### config.mk
export PLATFORM = sky130hd
export DESIGN_NAME = spram_arbiter
export DESIGN_NICKNAME = d
export VERILOG_FILES = /design/src/rtl/spram_arbiter.sv
export SDC_FILE = /design/constraint.sdc
export NUM_CORES = 1
export LEC_CHECK = 0
export ABC_AREA = 1
export ABC_CLOCK_PERIOD_IN_PS = 2400
export BUFFER_PORTS_ARGS = -buffer_cell sky130_fd_sc_hd__buf_2
export CAP_MARGIN = 20
export CORE_ASPECT_RATIO = 0.8
export CORE_MARGIN = 5
export CORE_UTILIZATION = 30
export CTS_CLUSTER_SIZE = 28
export DETAILED_ROUTE_END_ITERATION = 12
export PLACE_DENSITY = 0.87
export SETUP_SLACK_MARGIN = 0.4
export SYNTH_ARGS = -nofsm -noshare
export SYNTH_HDL_FRONTEND = slang
export SYNTH_SLANG_ARGS = --single-unit
### constraint.sdc
create_clock -name clk -period 2.4 [get_ports clk]
set_input_delay 0.24 -clock clk [delete_from_list [all_inputs] [get_ports clk]]
set_output_delay 0.24 -clock clk [all_outputs]
set_load 0.1 [all_outputs]
### src/rtl/spram_arbiter.sv
// spram_arbiter: shares one single-port RAM between NUM_REQ requesters.
// One access per cycle, round-robin arbitration, one outstanding read whose
// response is taken straight from the RAM's registered dout.
// Optional build macro SPRAM_ARB_FIXED_PRIO_EN selects fixed priority
// (lowest index wins) instead of round-robin.
module spram_arbiter #(
    parameter int unsigned NUM_REQ    = 2,
    parameter int unsigned DATA_WIDTH = 32,
    parameter int unsigned WORD_DEPTH = 2
) (
    input  logic                            clk,
    input  logic                            reset,
    input  logic [NUM_REQ-1:0]              req_valid,
    output logic [NUM_REQ-1:0]              req_ready,
    input  logic [NUM_REQ-1:0]              req_wen,
    input  logic [NUM_REQ*WORD_DEPTH-1:0]   req_addr,
    input  logic [NUM_REQ*DATA_WIDTH-1:0]   req_wdata,
    output logic [NUM_REQ-1:0]              rsp_valid,
    input  logic [NUM_REQ-1:0]              rsp_ready,
    output logic [DATA_WIDTH-1:0]           rsp_data,
    output logic                            ram_en,
    output logic                            ram_wen,
    output logic [WORD_DEPTH-1:0]           ram_addr,
    output logic [DATA_WIDTH-1:0]           ram_din,
    input  logic [DATA_WIDTH-1:0]           ram_dout
);

    localparam int unsigned PTR_W = (NUM_REQ > 1) ? $clog2(NUM_REQ) : 1;

    logic                 rd_pending_q, rd_pending_d;
    logic [PTR_W-1:0]     rd_owner_q, rd_owner_d;
    logic [PTR_W-1:0]     start_ptr;

    logic                 rsp_fire;
    logic                 slot_free;
    logic [NUM_REQ-1:0]   eligible;

    logic                 grant_vld;
    logic [PTR_W-1:0]     grant_idx;
    logic                 grant_rd;

`ifdef SPRAM_ARB_FIXED_PRIO_EN
    assign start_ptr = '0;
`else
    logic [PTR_W-1:0]     rr_ptr_q, rr_ptr_d;
    assign start_ptr = rr_ptr_q;
`endif

    // Response side: owner of the pending read sees valid; data is the RAM dout.
    always_comb begin
        rsp_valid = '0;
        if (!reset && rd_pending_q) begin
            rsp_valid[rd_owner_q] = 1'b1;
        end
        rsp_data  = ram_dout;
        rsp_fire  = |(rsp_valid & rsp_ready);
        slot_free = !rd_pending_q || rsp_fire;
    end

    // Eligibility: writes always, reads only when the response slot frees up.
    always_comb begin
        eligible = '0;
        for (int unsigned i = 0; i < NUM_REQ; i++) begin
            eligible[i] = !reset && req_valid[i] && (req_wen[i] || slot_free);
        end
    end

    // Rotating search: indices at/after start_ptr beat those below it, which
    // is the modulo-NUM_REQ wrap expressed without a runtime modulo.
    always_comb begin
        logic             hi_vld, lo_vld;
        logic [PTR_W-1:0] hi_idx, lo_idx;
        hi_vld = 1'b0;
        lo_vld = 1'b0;
        hi_idx = '0;
        lo_idx = '0;
        for (int unsigned i = 0; i < NUM_REQ; i++) begin
            if (eligible[i]) begin
                if (i >= 32'(start_ptr)) begin
                    if (!hi_vld) begin
                        hi_vld = 1'b1;
                        hi_idx = PTR_W'(i);
                    end
                end else if (!lo_vld) begin
                    lo_vld = 1'b1;
                    lo_idx = PTR_W'(i);
                end
            end
        end
        grant_vld = hi_vld || lo_vld;
        grant_idx = hi_vld ? hi_idx : lo_idx;
    end

    // Issue the granted request to the RAM in the same cycle.
    always_comb begin
        req_ready = '0;
        ram_en    = 1'b0;
        ram_wen   = 1'b0;
        ram_addr  = '0;
        ram_din   = '0;
        grant_rd  = 1'b0;
        for (int unsigned i = 0; i < NUM_REQ; i++) begin
            if (grant_vld && (32'(grant_idx) == i)) begin
                req_ready[i] = 1'b1;
                ram_en       = 1'b1;
                ram_wen      = req_wen[i];
                ram_addr     = req_addr[i*WORD_DEPTH +: WORD_DEPTH];
                ram_din      = req_wdata[i*DATA_WIDTH +: DATA_WIDTH];
                grant_rd     = !req_wen[i];
            end
        end
    end

    // Next state: an accepted response frees the slot unless a new read
    // is granted in the same cycle, which re-arms it for the new owner.
    always_comb begin
        rd_pending_d = rd_pending_q;
        rd_owner_d   = rd_owner_q;
        if (rsp_fire) begin
            rd_pending_d = 1'b0;
        end
        if (grant_rd) begin
            rd_pending_d = 1'b1;
            rd_owner_d   = grant_idx;
        end
    end

`ifndef SPRAM_ARB_FIXED_PRIO_EN
    // Round-robin pointer advances past the most recent grant.
    always_comb begin
        rr_ptr_d = rr_ptr_q;
        if (grant_vld) begin
            if (32'(grant_idx) == NUM_REQ - 1) begin
                rr_ptr_d = '0;
            end else begin
                rr_ptr_d = grant_idx + PTR_W'(1);
            end
        end
    end

    // Round-robin pointer register.
    always_ff @(posedge clk) begin
        if (reset) begin
            rr_ptr_q <= '0;
        end else begin
            rr_ptr_q <= rr_ptr_d;
        end
    end
`endif

    // Read-slot state register.
    always_ff @(posedge clk) begin
        if (reset) begin
            rd_pending_q <= 1'b0;
            rd_owner_q   <= '0;
        end else begin
            rd_pending_q <= rd_pending_d;
            rd_owner_q   <= rd_owner_d;
        end
    end

endmodule

==> flow_results.org, run 1 <==
** Worst setup path
- Critical Path Sink :: ram_din[28]
- Data arrival at the endpoint of the critical path :: 1870 ps
- Largest driver fanout on the critical path :: 9
- On the worst path, the slowest cell contributes a delay of 370 ps.
- Slowest library cell on the worst path :: sky130_fd_sc_hd__dfxtp_2
- WS Path Type :: flop to output pin
- Beginning of the critical path :: rd_pending_q
- STA classifies the critical path endpoint as an output pin.
- Setup slack on the worst reg-to-reg path comes out at 910 ps.
- In this run the critical register-to-register path is captured at rd_owner_q.
- Critical Path, Cell by Cell :: nand4_1 -> nand4_1 -> nand2_2 -> inv_2 -> nand2_4 -> nand2_8 -> buf_12 -> clkinv_16 -> nand2_2 -> nand2_4 -> buf_12
- Launch instance of the worst register-to-register path :: rd_pending_q
- Required @ worst endpoint :: 2160 ps
- Startpoint kind of the worst setup timing path :: flop
- Counting cells, the worst reg-to-reg path comes to 9.

** Die
- Chip Height :: 62.6 um
- The floorplan step defined a core boundary enclosing 0.00338 mm^2.
- Total I/O pin count :: 180
- The floorplan step defined a die boundary enclosing 0.00474 mm^2.
- The die is 75.7 um wide.
- Effective utilization at floorplan :: 30.7%
- In this run the core area contains 19 standard-cell rows.

** CTS
- Clock transition at the registers of the reported paths :: 40 ps
- The tree built by TritonCTS fans out to 3 sinks.
- Maximum buffer depth of the clock tree :: 2
- CTS built an H-tree with a depth of 1.
- At the later pin of the worst-skew pair, clock insertion delay measures 220 ps.
- TritonCTS clock tree :: built
- TritonCTS created 3 clock buffers.
- Clock tree synthesis selected as its root buffer the cell sky130_fd_sc_hd__clkbuf_8.

** Global route
- Entering global routing, the biggest net connects 36 pins.
- The via count of the first global-routing pass is 1379.
- In the global route stage, overall resource usage came out at 16.8%.
- Antenna violations before repair :: 0
- Global route total overflow :: 0
- The first global-routing pass estimated 6.27 mm of wire.

** Status
- The run finished with clean final reports.

** Placed design
- Port buffer count :: 115
- Detailed placement finished with a half-perimeter wire length of 3.37 mm.
- Routability-driven placement finished with a final weighted congestion of 0.802.
- Placed cell count :: 298

** Route
- Once detail routing completed, the nets flagged for antenna violations numbered 0.
- Dividing the detail-routed via count by the number of cells gives 4.93.
- For this run, design rule violations remaining after detail routing come to 0.
- After detailed routing, the average wire length per cell comes to 16.9 um.
- Detailed-route wire length :: 5.39 mm
- DRT Pass-1 Iters :: 5
- The detailed router finished its first iteration with 51 violations.
- The detailed router placed 1572 vias in this run.

** Synthesis
- Yosys printed 0 warnings.
- Counting every instance in the synthesized netlist gives 180.
- In this run, distinct cell masters in the synthesized netlist total 19.
- Fraction of registers with async set/reset :: 0%
- Area of the mapped netlist :: 0.00104 mm^2
- Most used flip-flop cell after synthesis :: sky130_fd_sc_hd__dfxtp_1
- The synthesized design contains 3 register bits.
- The share of the Yosys chip area taken by registers is 5.79%.
- Counting flops with a built-in enable in the synthesized netlist gives 0.
- Counting every net in the synthesized netlist gives 288.
- Avg Cell Area, Syn :: 5.76 um^2

** Cells and area
- Inserted Diodes :: 0
- The library cell used most frequently in the layout, excluding fill and tap cells, is sky130_fd_sc_hd__buf_2.
- Nets@finish :: 386
- Commonest non-fill, non-tap cells in the layout :: sky130_fd_sc_hd__buf_2 (78), sky130_fd_sc_hd__nand2_2 (53), sky130_fd_sc_hd__nand2_4 (48)
- Compared with the post-synthesis result, the final layout area differs by 159%.
- Filler cell count :: 205
- Once layout is complete, the cells apart from fillers number 319.
- Fraction of layout instances using a drive strength above 1 :: 89.9%

** STA
- Setup violators final :: 0
- Final Hold Slack :: 312 ps
- Final sum of negative setup slack :: 0 ps
- The worst pin sits at a relative slew slack of 67.0%.
- Least-Margin Pin Slew :: 499 ps
- Between clock sinks in the finished design, the worst skew comes to 7.59 ps.
- Setup repair after global routing missed its margin :: yes
- Final number of hold-violating endpoints :: 0
- Of the available clock period, the critical path in the final layout requires 88.0%.
- Final Max Tran Viols :: 0
- Static timing analysis puts the maximum clock frequency at 474 MHz.
- The worst path needs 2110 ps of the cycle, external delays included.

** Pwr
- Leakage power :: 1.37 nW
- VDD sags by at most 0.279 mV.
- Power density cells :: 514 mW/mm^2

** Run
- Max capacitance violation total :: 0

** Hold path
- In this run the worst hold path is classified as primary input to flop.
[synthesized netlist by cell type, types with 2 or more instances]
library cell	number	area (um^2)
sky130_fd_sc_hd__a21oi_1	3	15.0
sky130_fd_sc_hd__buf_12	3	60.1
sky130_fd_sc_hd__buf_2	2	10.0
sky130_fd_sc_hd__buf_4	33	248
sky130_fd_sc_hd__dfxtp_1	3	60.1
sky130_fd_sc_hd__inv_1	8	30.0
sky130_fd_sc_hd__inv_2	2	7.51
sky130_fd_sc_hd__nand2_1	76	285
sky130_fd_sc_hd__nand2_2	31	194
sky130_fd_sc_hd__nand2_4	2	22.5
sky130_fd_sc_hd__nand3_1	4	20.0
sky130_fd_sc_hd__nand4_1	4	25.0
sky130_fd_sc_hd__nor2_1	2	7.51
sky130_fd_sc_hd__nor3_1	2	10.0
[worst min-delay path by stage]
stage | start | endpoint | slack (ps) | cells past startpoint
after CTS | reset | rd_pending_q | 300 | 2
final | reset | rd_pending_q | 310 | 2
after global routing | reset | rd_pending_q | 330 | 2
after detailed placement | ram_dout[11] | rsp_data[11] | 480 | 0
after global placement | ram_dout[11] | rsp_data[11] | 480 | 0
after floorplan | reset | rd_owner_q | 430 | 2
[worst max-delay path, delay by kind of cell (launching register included)]
kind          cells  cell delay [ps]
buf+inv           4              500
flops             1              370
simple gates      7              770
[repair_timing]
item,in CTS,in global routing
endpoints found under the setup margin,37,35
cloned,1,6
setup buffers,2,8
pin swaps,2,14
hold buffers,0,0
resized for setup,12,76
[logic make-up (layout without fill, tap and decap cells)]
family	after synthesis	count (layout)	synth area share (%)
AO/OA/AOI/OAI	4	4	2.05
buffers and inverters	51	148	36.8
flip-flops	3	3	5.79
AND/OR/NAND/NOR	122	122	55.4
[sequential cells by signal (all words and copies together), names as in the netlist]
register and count:
rd_owner_q 1, rd_pending_q 1, rr_ptr_q 1
[per-stage QoR]
| step | instance area [um^2] | utilization, % | setup WS (ps) | power, mW |
|---|---|---|---|---|
| 5_1_grt | 2680 | 79.5 | 228 | 1.43 |
| 3_5_place_dp | 2120 | 62.9 | 300 | 1.08 |
| 6_report | 2680 | 79.5 | 289 | 1.38 |
| 3_3_place_gp | 2120 | 62.9 | 398 | 1.06 |
| 4_1_cts | 2230 | 66.1 | 388 | 1.25 |
| 2_1_floorplan | 1300 | - | 250 | 0.988 |
[report_power, final]
| part | switching (mW) | internal [mW] | total (mW) |
|---|---|---|---|
| registers | 0.00499 | 0.0543 | 0.0593 |
| logic | 0.766 | 0.405 | 1.17 |
| clock network | 0.0355 | 0.113 | 0.149 |
| total | 0.806 | 0.573 | 1.38 |
[area by class of cell]
type | count | area [um^2] | area share (%)
tap | 42 | 52.6 | 1.96
timing repair inverter | 7 | 131 | 4.90
multi-input combinational | 126 | 1040 | 38.9
timing repair buffer | 125 | 1250 | 46.5
clock buffer | 4 | 45.0 | 1.68
inverter | 12 | 97.6 | 3.64
sequential | 3 | 65.1 | 2.42
[routing by layer]
layer  track usage (%)  routed length (um)  vias to the layer above
met1              15.8                1770                      714
met5                 0                   0                        -
met3              6.27                 649                       28
met2              31.2                2790                      122
met4              7.21                 189                        0
li1                  -                   -                      708
(Power assumes the default switching activity.)
==> inputs of run 2 (changes only) <==
Settings changed: REMOVE_ABC_BUFFERS set to 1.
==> run 2 against run 1 <==
Worst setup slack improved by 37 ps. Routed wire length increased by 1.6%. Final area is 19% lower. Count of clock-buffer cells in the layout stayed put. First-iteration DRC count shrank 14%. Sequential cell count is the same. Combinational power fell by 12%. Power decreased by 10%. Critical path type unchanged.
==> flow_results.org, run 2 (synthesis results as in run 1) <==
** Placed design
- Placer's final routability congestion estimate :: 0.729
- The HPWL after detailed placement is 3.50 mm.
- Port buffer count :: 115
- OpenSTA, run right after detailed placement, puts the worst setup slack at 261 ps.
- DP Area :: 0.00135 mm^2

** STA
- Static timing analysis puts the maximum clock frequency at 482 MHz.
- Least-Margin Pin Slew :: 492 ps
- Final critical path time including I/O delays and setup :: 2070 ps
- Final number of hold-violating endpoints :: 0
- Tightest slew margin relative to the limit :: 67.4%
- Final Max Tran Viols :: 0
- Setup repair after global routing missed its margin :: yes
- Setup violators final :: 0
- Fin Clk Skew :: 8.83 ps
- Final Cycle Share :: 86.4%
- The worst path meets setup with 326 ps of slack.
- Final sum of negative setup slack :: 0 ps

** Cells and area
- Registers with the most flip-flops :: rd_owner_q (1), rd_pending_q (1), rr_ptr_q (1)
- Most common cell after layout, fill and taps aside :: sky130_fd_sc_hd__buf_2
- Nets@finish :: 377
- Fraction of layout instances using a drive strength above 1 :: 72.8%
- Inserted Diodes :: 0
- Compared with the post-synthesis result, the final layout area differs by 109%.
- After routing the design area is 0.00217 mm^2.
- In the layout the commonest cells are sky130_fd_sc_hd__buf_2 (78), sky130_fd_sc_hd__nand2_2 (55), sky130_fd_sc_hd__nand2_1 (49).
- Final core area utilization :: 64.3%

** Hold path
- The worst hold path begins at reset.
- The min-delay analysis places its worst path in the category primary input to flop.

** Route
- Dividing the detail-routed wire length by the instance count gives 17.7 um.
- Highest metal used :: met4
- The first detailed-routing pass ran for 4 iterations.
- Detailed-routed wire length on met2 :: 2.48 mm
- Summed over all nets, wire length on met3 after detailed routing comes to 782 um.
- For this block, the via count after detailed routing is 1448.
- ANT nets after route :: 0
- In the routed design, unresolved DRC markers number 0.
- WL met1 :: 2.10 mm
- Detailed-route wire length :: 5.48 mm
- After the first detailed-routing iteration, the DRC count stood at 44.
- Post-DR vias/cell :: 4.67

** Worst setup path
- Kind of end point of the critical path :: output pin
- Largest driver fanout on the critical path :: 8
- Slowest stage delay, CP :: 360 ps
- The signal on the critical path passes through nand4_1 -> nand4_1 -> nand2_2 -> inv_4 -> nand2_8 -> nand2_8 -> clkinv_8 -> nand2_2 -> nand2_2 -> buf_12.
- Required @ worst endpoint :: 2160 ps
- Slowest library cell on the worst path :: sky130_fd_sc_hd__dfxtp_2
- The startpoint identified for the worst register-to-register timing path is rd_pending_q.
- STA classifies the critical path startpoint as a flop.
- By startpoint and endpoint, the worst setup path is classified as flop to output pin.
- Data arrival at the endpoint of the critical path :: 1830 ps
- The most numerous cell type found on the critical path is sky130_fd_sc_hd__nand2_2.
- Tracing the worst setup path back leads to its startpoint at rd_pending_q.
- Worst path buffer plus inverter count :: 3
- Cell family with most CP delay :: simple AND/OR/NAND/NOR gates

** CTS
- For this design, the sink count on the clock tree is 3.
- CTS built an H-tree with a depth of 1.
- Buffer type at the clock tree root :: sky130_fd_sc_hd__clkbuf_8
- The longest clock path from root to sink contains 2 buffers.
- Inserted Clock Buffers :: 3
- TritonCTS built the clock tree.
- Clock-pin slew was measured on the worst setup and hold paths at 40 ps.
- For the worst-skew pair, the clock arrives at the later sink with an insertion delay of 220 ps.

** Die
- The core region is 0.00338 mm^2.
- In this run the vertical extent of the chip is 62.6 um.
- The die covers 0.00474 mm^2.
- In this run the core area contains 19 standard-cell rows.
- The initial utilization of the core area, before any placement, comes to 30.7%.
- DIE WIDTH :: 75.7 um
- Pin placement for this block handled 180 I/O pins.

** Global route
- Wire length of the first global-routing pass :: 6.78 mm
- After global routing the overflow that remains totals 0.
- Global router's overall resource usage :: 19.4%
- Antenna violations before repair :: 0
- The via count of the first global-routing pass was 1336.
- Pin count of the biggest net entering global routing :: 36

** Pwr
- The worst-case IR drop observed on VDD is 0.292 mV.
- The analysis attributes to cell leakage a power of 1.15 nW.
- Power comes to 1.24 mW.
- Power density cells :: 571 mW/mm^2

** Status
- The flow ran to the end, and the final reports show no timing, DRC or antenna violations.

** Run
- Max capacitance violation total :: 0
-- run 2: changes by cell type in the layout (fill, tap and decap cells not counted), moves of 2 or more --
| cell | before | now |
|---|---|---|
| sky130_fd_sc_hd__buf_12 | 40 | 35 |
| sky130_fd_sc_hd__buf_4 | 6 | 3 |
| sky130_fd_sc_hd__clkinv_16 | 4 | 1 |
| sky130_fd_sc_hd__clkinv_8 | 2 | 4 |
| sky130_fd_sc_hd__nand2_1 | 6 | 49 |
| sky130_fd_sc_hd__nand2_2 | 53 | 55 |
| sky130_fd_sc_hd__nand2_4 | 48 | 3 |
| sky130_fd_sc_hd__nor3_1 | 0 | 2 |
| sky130_fd_sc_hd__nor3_2 | 2 | 0 |
-- run 2: layout make-up --
| type | instances | area [um^2] |
|---|---|---|
| inverters | 12 | 86.3 |
| fillers | 270 | 1210 |
| flip-flops and latches | 3 | 62.6 |
| well taps | 42 | 52.6 |
| multi-input cells | 127 | 722 |
| repair buffers | 116 | 1110 |
| clock buffers | 4 | 45.0 |
| repair inverters | 6 | 87.6 |
-- run 2: path summary, 6_finish.rpt --
| kind | slack (ps) | cells after the start | end |
|---|---|---|---|
| setup / recovery | 330 | 10 | ram_din[19] |
| hold / removal | 290 | 2 | rd_owner_q |
| setup reg to reg | 1010 | 9 | rd_pending_q |
| hold reg to reg | 480 | 2 | rd_owner_q |
-- run 2: what timing repair did --
item                       in CTS  in global routing
buffers inserted                0                  1
hold buffers                    0                  0
pin swaps                       0                  7
gates cloned                    2                  5
resized for setup             123                 68
setup endpoints to repair      37                 37
-- run 2: per-layer routing --
metal | global-route usage, % | up-vias
li1 | - | 693
met2 | 28.3 | 117
met3 | 14.0 | 11
met4 | 4.15 | 0
met5 | 6.17 | -
met1 | 22.4 | 627
-- run 2: through the flow --
| step | hold WS, ps | cells |
|---|---|---|
| after floorplan | 309 | 141 |
| after global placement | 481 | 298 |
| after detailed placement | 481 | 298 |
| after CTS | 298 | 304 |
| after global routing | 311 | 310 |
| final | 288 | 310 |
-- run 2: power breakdown --
part	leakage (nW)	internal, mW	switching (mW)
combinational	1.10	0.335	0.698
sequential	0.0255	0.0549	0.00416
clock	0.0228	0.113	0.0347
==> inputs of run 3 (changes only) <==
Settings changed: ABC_CLOCK_PERIOD_IN_PS 2400 to 2500.
Clock period 2.4 ns to 2.5 ns, I/O delays scaled along.
==> run 3 against run 2 <==
Sequential cell count unchanged. Count of clock-buffer cells in the layout did not move. Register-to-register slack better by 160 ps. Worst hold slack gained 4.6 ps. Die area stayed put. Clock power fell by 3%. Worst setup slack better by 140 ps. Cell count fell by 1.9%. Critical path depth is 1 higher. Critical endpoint is now ram_addr[0]. Largest cell class unchanged. Highest routed layer is now met5.
==> flow_results.org, run 3 (synthesis results as in run 1) <==
** Status
- The flow ran to the end, and the final reports show no timing, DRC or antenna violations.

** Route
- Total via count in the routed design :: 1408
- ANT nets after route :: 0
- Post-DR vias/cell :: 4.63
- Before antenna repair, the detailed router went through 4 iterations.
- After detailed routing, the total wire length is 4.69 mm.
- After detailed routing, the average wire length per cell comes to 15.4 um.
- First-iteration detailed-routing DRC count :: 57
- Number of DRC violations after detailed routing :: 0

** STA
- Final Hold Slack :: 293 ps
- Headroom to the max-slew limit came out at 67.5%.
- Max Fclk :: 491 MHz
- On the final layout, the worst clock skew is 6.30 ps.
- Least-Margin Pin Slew :: 491 ps
- Final number of hold-violating endpoints :: 0
- Of the available clock period, the critical path in the final layout requires 81.5%.
- Setup repair after global routing could not meet its margin everywhere.
- The max-slew violation count is 0.
- Setup violators final :: 0
- The smallest clock period supported by the final layout is computed as 2040 ps.

** Worst setup path
- The worst setup path is launched from a flop.
- The kind of cell with the highest combined delay along the critical path is simple AND/OR/NAND/NOR gates.
- Terminus of the critical flop-to-flop path :: rd_pending_q
- Data arrives at the worst endpoint at 1790 ps.
- STA puts the critical path data required time at 2250 ps.
- The slowest stage of the critical path belongs to the cell sky130_fd_sc_hd__dfxtp_2.
- The number of buffers and inverters on the critical path is 4.
- Slowest stage delay, CP :: 330 ps
- Counting cells, the worst reg-to-reg path comes to 7.
- In this run the worst path has a maximum fanout of 35.
- Kind of end point of the critical path :: output pin
- The worst setup path is of the flop to output pin kind.
- The worst register-to-register path begins at rd_owner_q.
- Worst reg2reg setup slack :: 1170 ps
- Critical Path, Cell by Cell :: inv_1 -> nand4_1 -> nand4_1 -> nand2_2 -> inv_2 -> nand2_4 -> nand2_8 -> clkinv_16 -> nand2_2 -> nand2_1 -> buf_12

** CTS
- TritonCTS built the clock tree.
- Clk_lat worst skew :: 220 ps
- The clock net in this run drives a total of 3 sinks.
- No sink is reached through more buffers than the 2 on the longest clock path.
- Clock-pin slew was measured on the worst setup and hold paths at 30 ps.
- # H-tree levels :: 1
- Inserted Clock Buffers :: 3
- Buffer type at the clock tree root :: sky130_fd_sc_hd__clkbuf_8

** Pwr
- In this run the power spent charging and discharging nets is 642 uW.
- Leakage power :: 1.01 nW
- Design internal power :: 372 uW
- Sequential cells account for 5.6% of the total power.
- In this run, the clock network consumes 14.1% of the power.
- IR drop worst, VDD :: 0.215 mV
- Sw Ratio :: 63.3%
- In this run, the combinational gates consume 80.3% of the power.
- Power density cells :: 594 mW/mm^2

** Die
- Effective utilization at floorplan :: 30.7%
- The region available for standard cell placement spans 0.00338 mm^2.
- The floorplan has 19 rows.
- The die is 75.7 um wide.
- Total Die Area :: 0.00474 mm^2
- 180 I/O pins were placed.
- In this run the vertical extent of the chip is 62.6 um.

** Cells and area
- Nets@finish :: 371
- Once layout is complete, the cells apart from fillers number 304.
- Inserted Diodes :: 0
- Synth-to-Final Area Change :: 64.5%
- Post-route design area :: 0.00171 mm^2
- Commonest non-fill, non-tap cells in the layout :: sky130_fd_sc_hd__buf_2 (78), sky130_fd_sc_hd__nand2_1 (76), sky130_fd_sc_hd__nand2_2 (31)
- The post-route netlist has 61.1% of its cells at a drive strength greater than 1.
- Filler cell count :: 342
- Most common cell after layout, fill and taps aside :: sky130_fd_sc_hd__buf_2
- The largest registers in the layout are rd_owner_q (1), rd_pending_q (1), rr_ptr_q (1).

** Global route
- The via count of the first global-routing pass was 1255.
- Global route total overflow :: 0
- Global routing used 17.7% of the available tracks.
- Antenna violations before repair :: 0
- Pin count of the biggest net entering global routing :: 36
- The first global-routing pass estimated 6.20 mm of wire.

** Placed design
- Port buffer count :: 115
- In this run the cell area measured after placement is 0.00134 mm^2.
- At the end of routability-driven placement, the weighted congestion stood at 0.730.
- Placed cell count :: 298
- Detailed placement ended at an HPWL of 3.55 mm.

** Hold path
- Number of stages on the worst hold path :: 2
- Source of the worst hold timing path :: reset
- For hold timing, the worst endpoint is rd_owner_q.
- In this run the worst hold path is classified as primary input to flop.

** Run
- The tool flagged a number of max-cap violations equal to 0.
==> run 3: changes by cell type in the layout (fill, tap and decap cells not counted), moves of 4 or more <==
cell and change:
sky130_fd_sc_hd__nand2_1 +27, sky130_fd_sc_hd__buf_12 -32, sky130_fd_sc_hd__buf_8 +7, sky130_fd_sc_hd__buf_6 +24
sky130_fd_sc_hd__nand2_2 -24, sky130_fd_sc_hd__clkinv_8 -4
==> run 3: worst max-delay path by stage <==
| stage | from | slack (ps) | end | depth (start not counted) |
|---|---|---|---|---|
| 6_report | rd_owner_q | 460 | ram_addr[0] | 11 |
| 5_1_grt | rd_pending_q | 360 | ram_addr[0] | 10 |
| 4_1_cts | rd_pending_q | 360 | ram_din[31] | 9 |
| 3_5_place_dp | reset | 340 | ram_din[31] | 12 |
| 3_3_place_gp | reset | 400 | ram_din[1] | 12 |
| 2_1_floorplan | rd_pending_q | -550 | ram_wen | 6 |
==> run 3: final cells by class <==
class	instances	area, um^2	area share, %
inverter	12	78.8	4.62
multi-input combinational	126	604	35.4
sequential	3	62.6	3.67
timing repair buffer	117	863	50.6
clock buffer	4	45.0	2.64
tap	42	52.6	3.08
==> run 3: timing repair <==
action / in CTS / in global routing
endpoints found under the setup margin: 36 / 36
hold buffers: 0 / 0
gates resized for setup: 72 / 21
hold endpoints to repair: 0 / 0
pin swaps: 0 / 2
buffers inserted: 0 / 2
==> run 3: power groups by stage <==
stage	clock network, mW	logic [mW]	registers, mW
after floorplan	0	0.561	0.0558
after global placement	0	0.693	0.0565
after detailed placement	0	0.698	0.0568
after CTS	0.146	0.783	0.0561
after global routing	0.155	0.845	0.0573
final	0.143	0.814	0.0569
==> run 3: metrics by stage <==
| step | util [%] | setup TNS (ps) | setup slack [ps] | power, mW |
|---|---|---|---|---|
| detailed placement | 39.6 | 0 | 336 | 0.755 |
| finish | 50.6 | 0 | 464 | 1.01 |
| floorplan | - | -6580 | -551 | 0.617 |
| global placement | 39.6 | 0 | 396 | 0.749 |
| CTS | 47.6 | 0 | 357 | 0.986 |
| global route | 50.6 | 0 | 362 | 1.06 |
==> run 3: metal layers <==
metal / share of wire [%] / GRT usage [%] / up-vias
li1: - / - / 674
met1: 36 / 20.0 / 608
met2: 45 / 24.8 / 116
met3: 16 / 14.3 / 8
met4: 0.98 / 4.59 / 2
met5: 0.79 / 6.17 / -
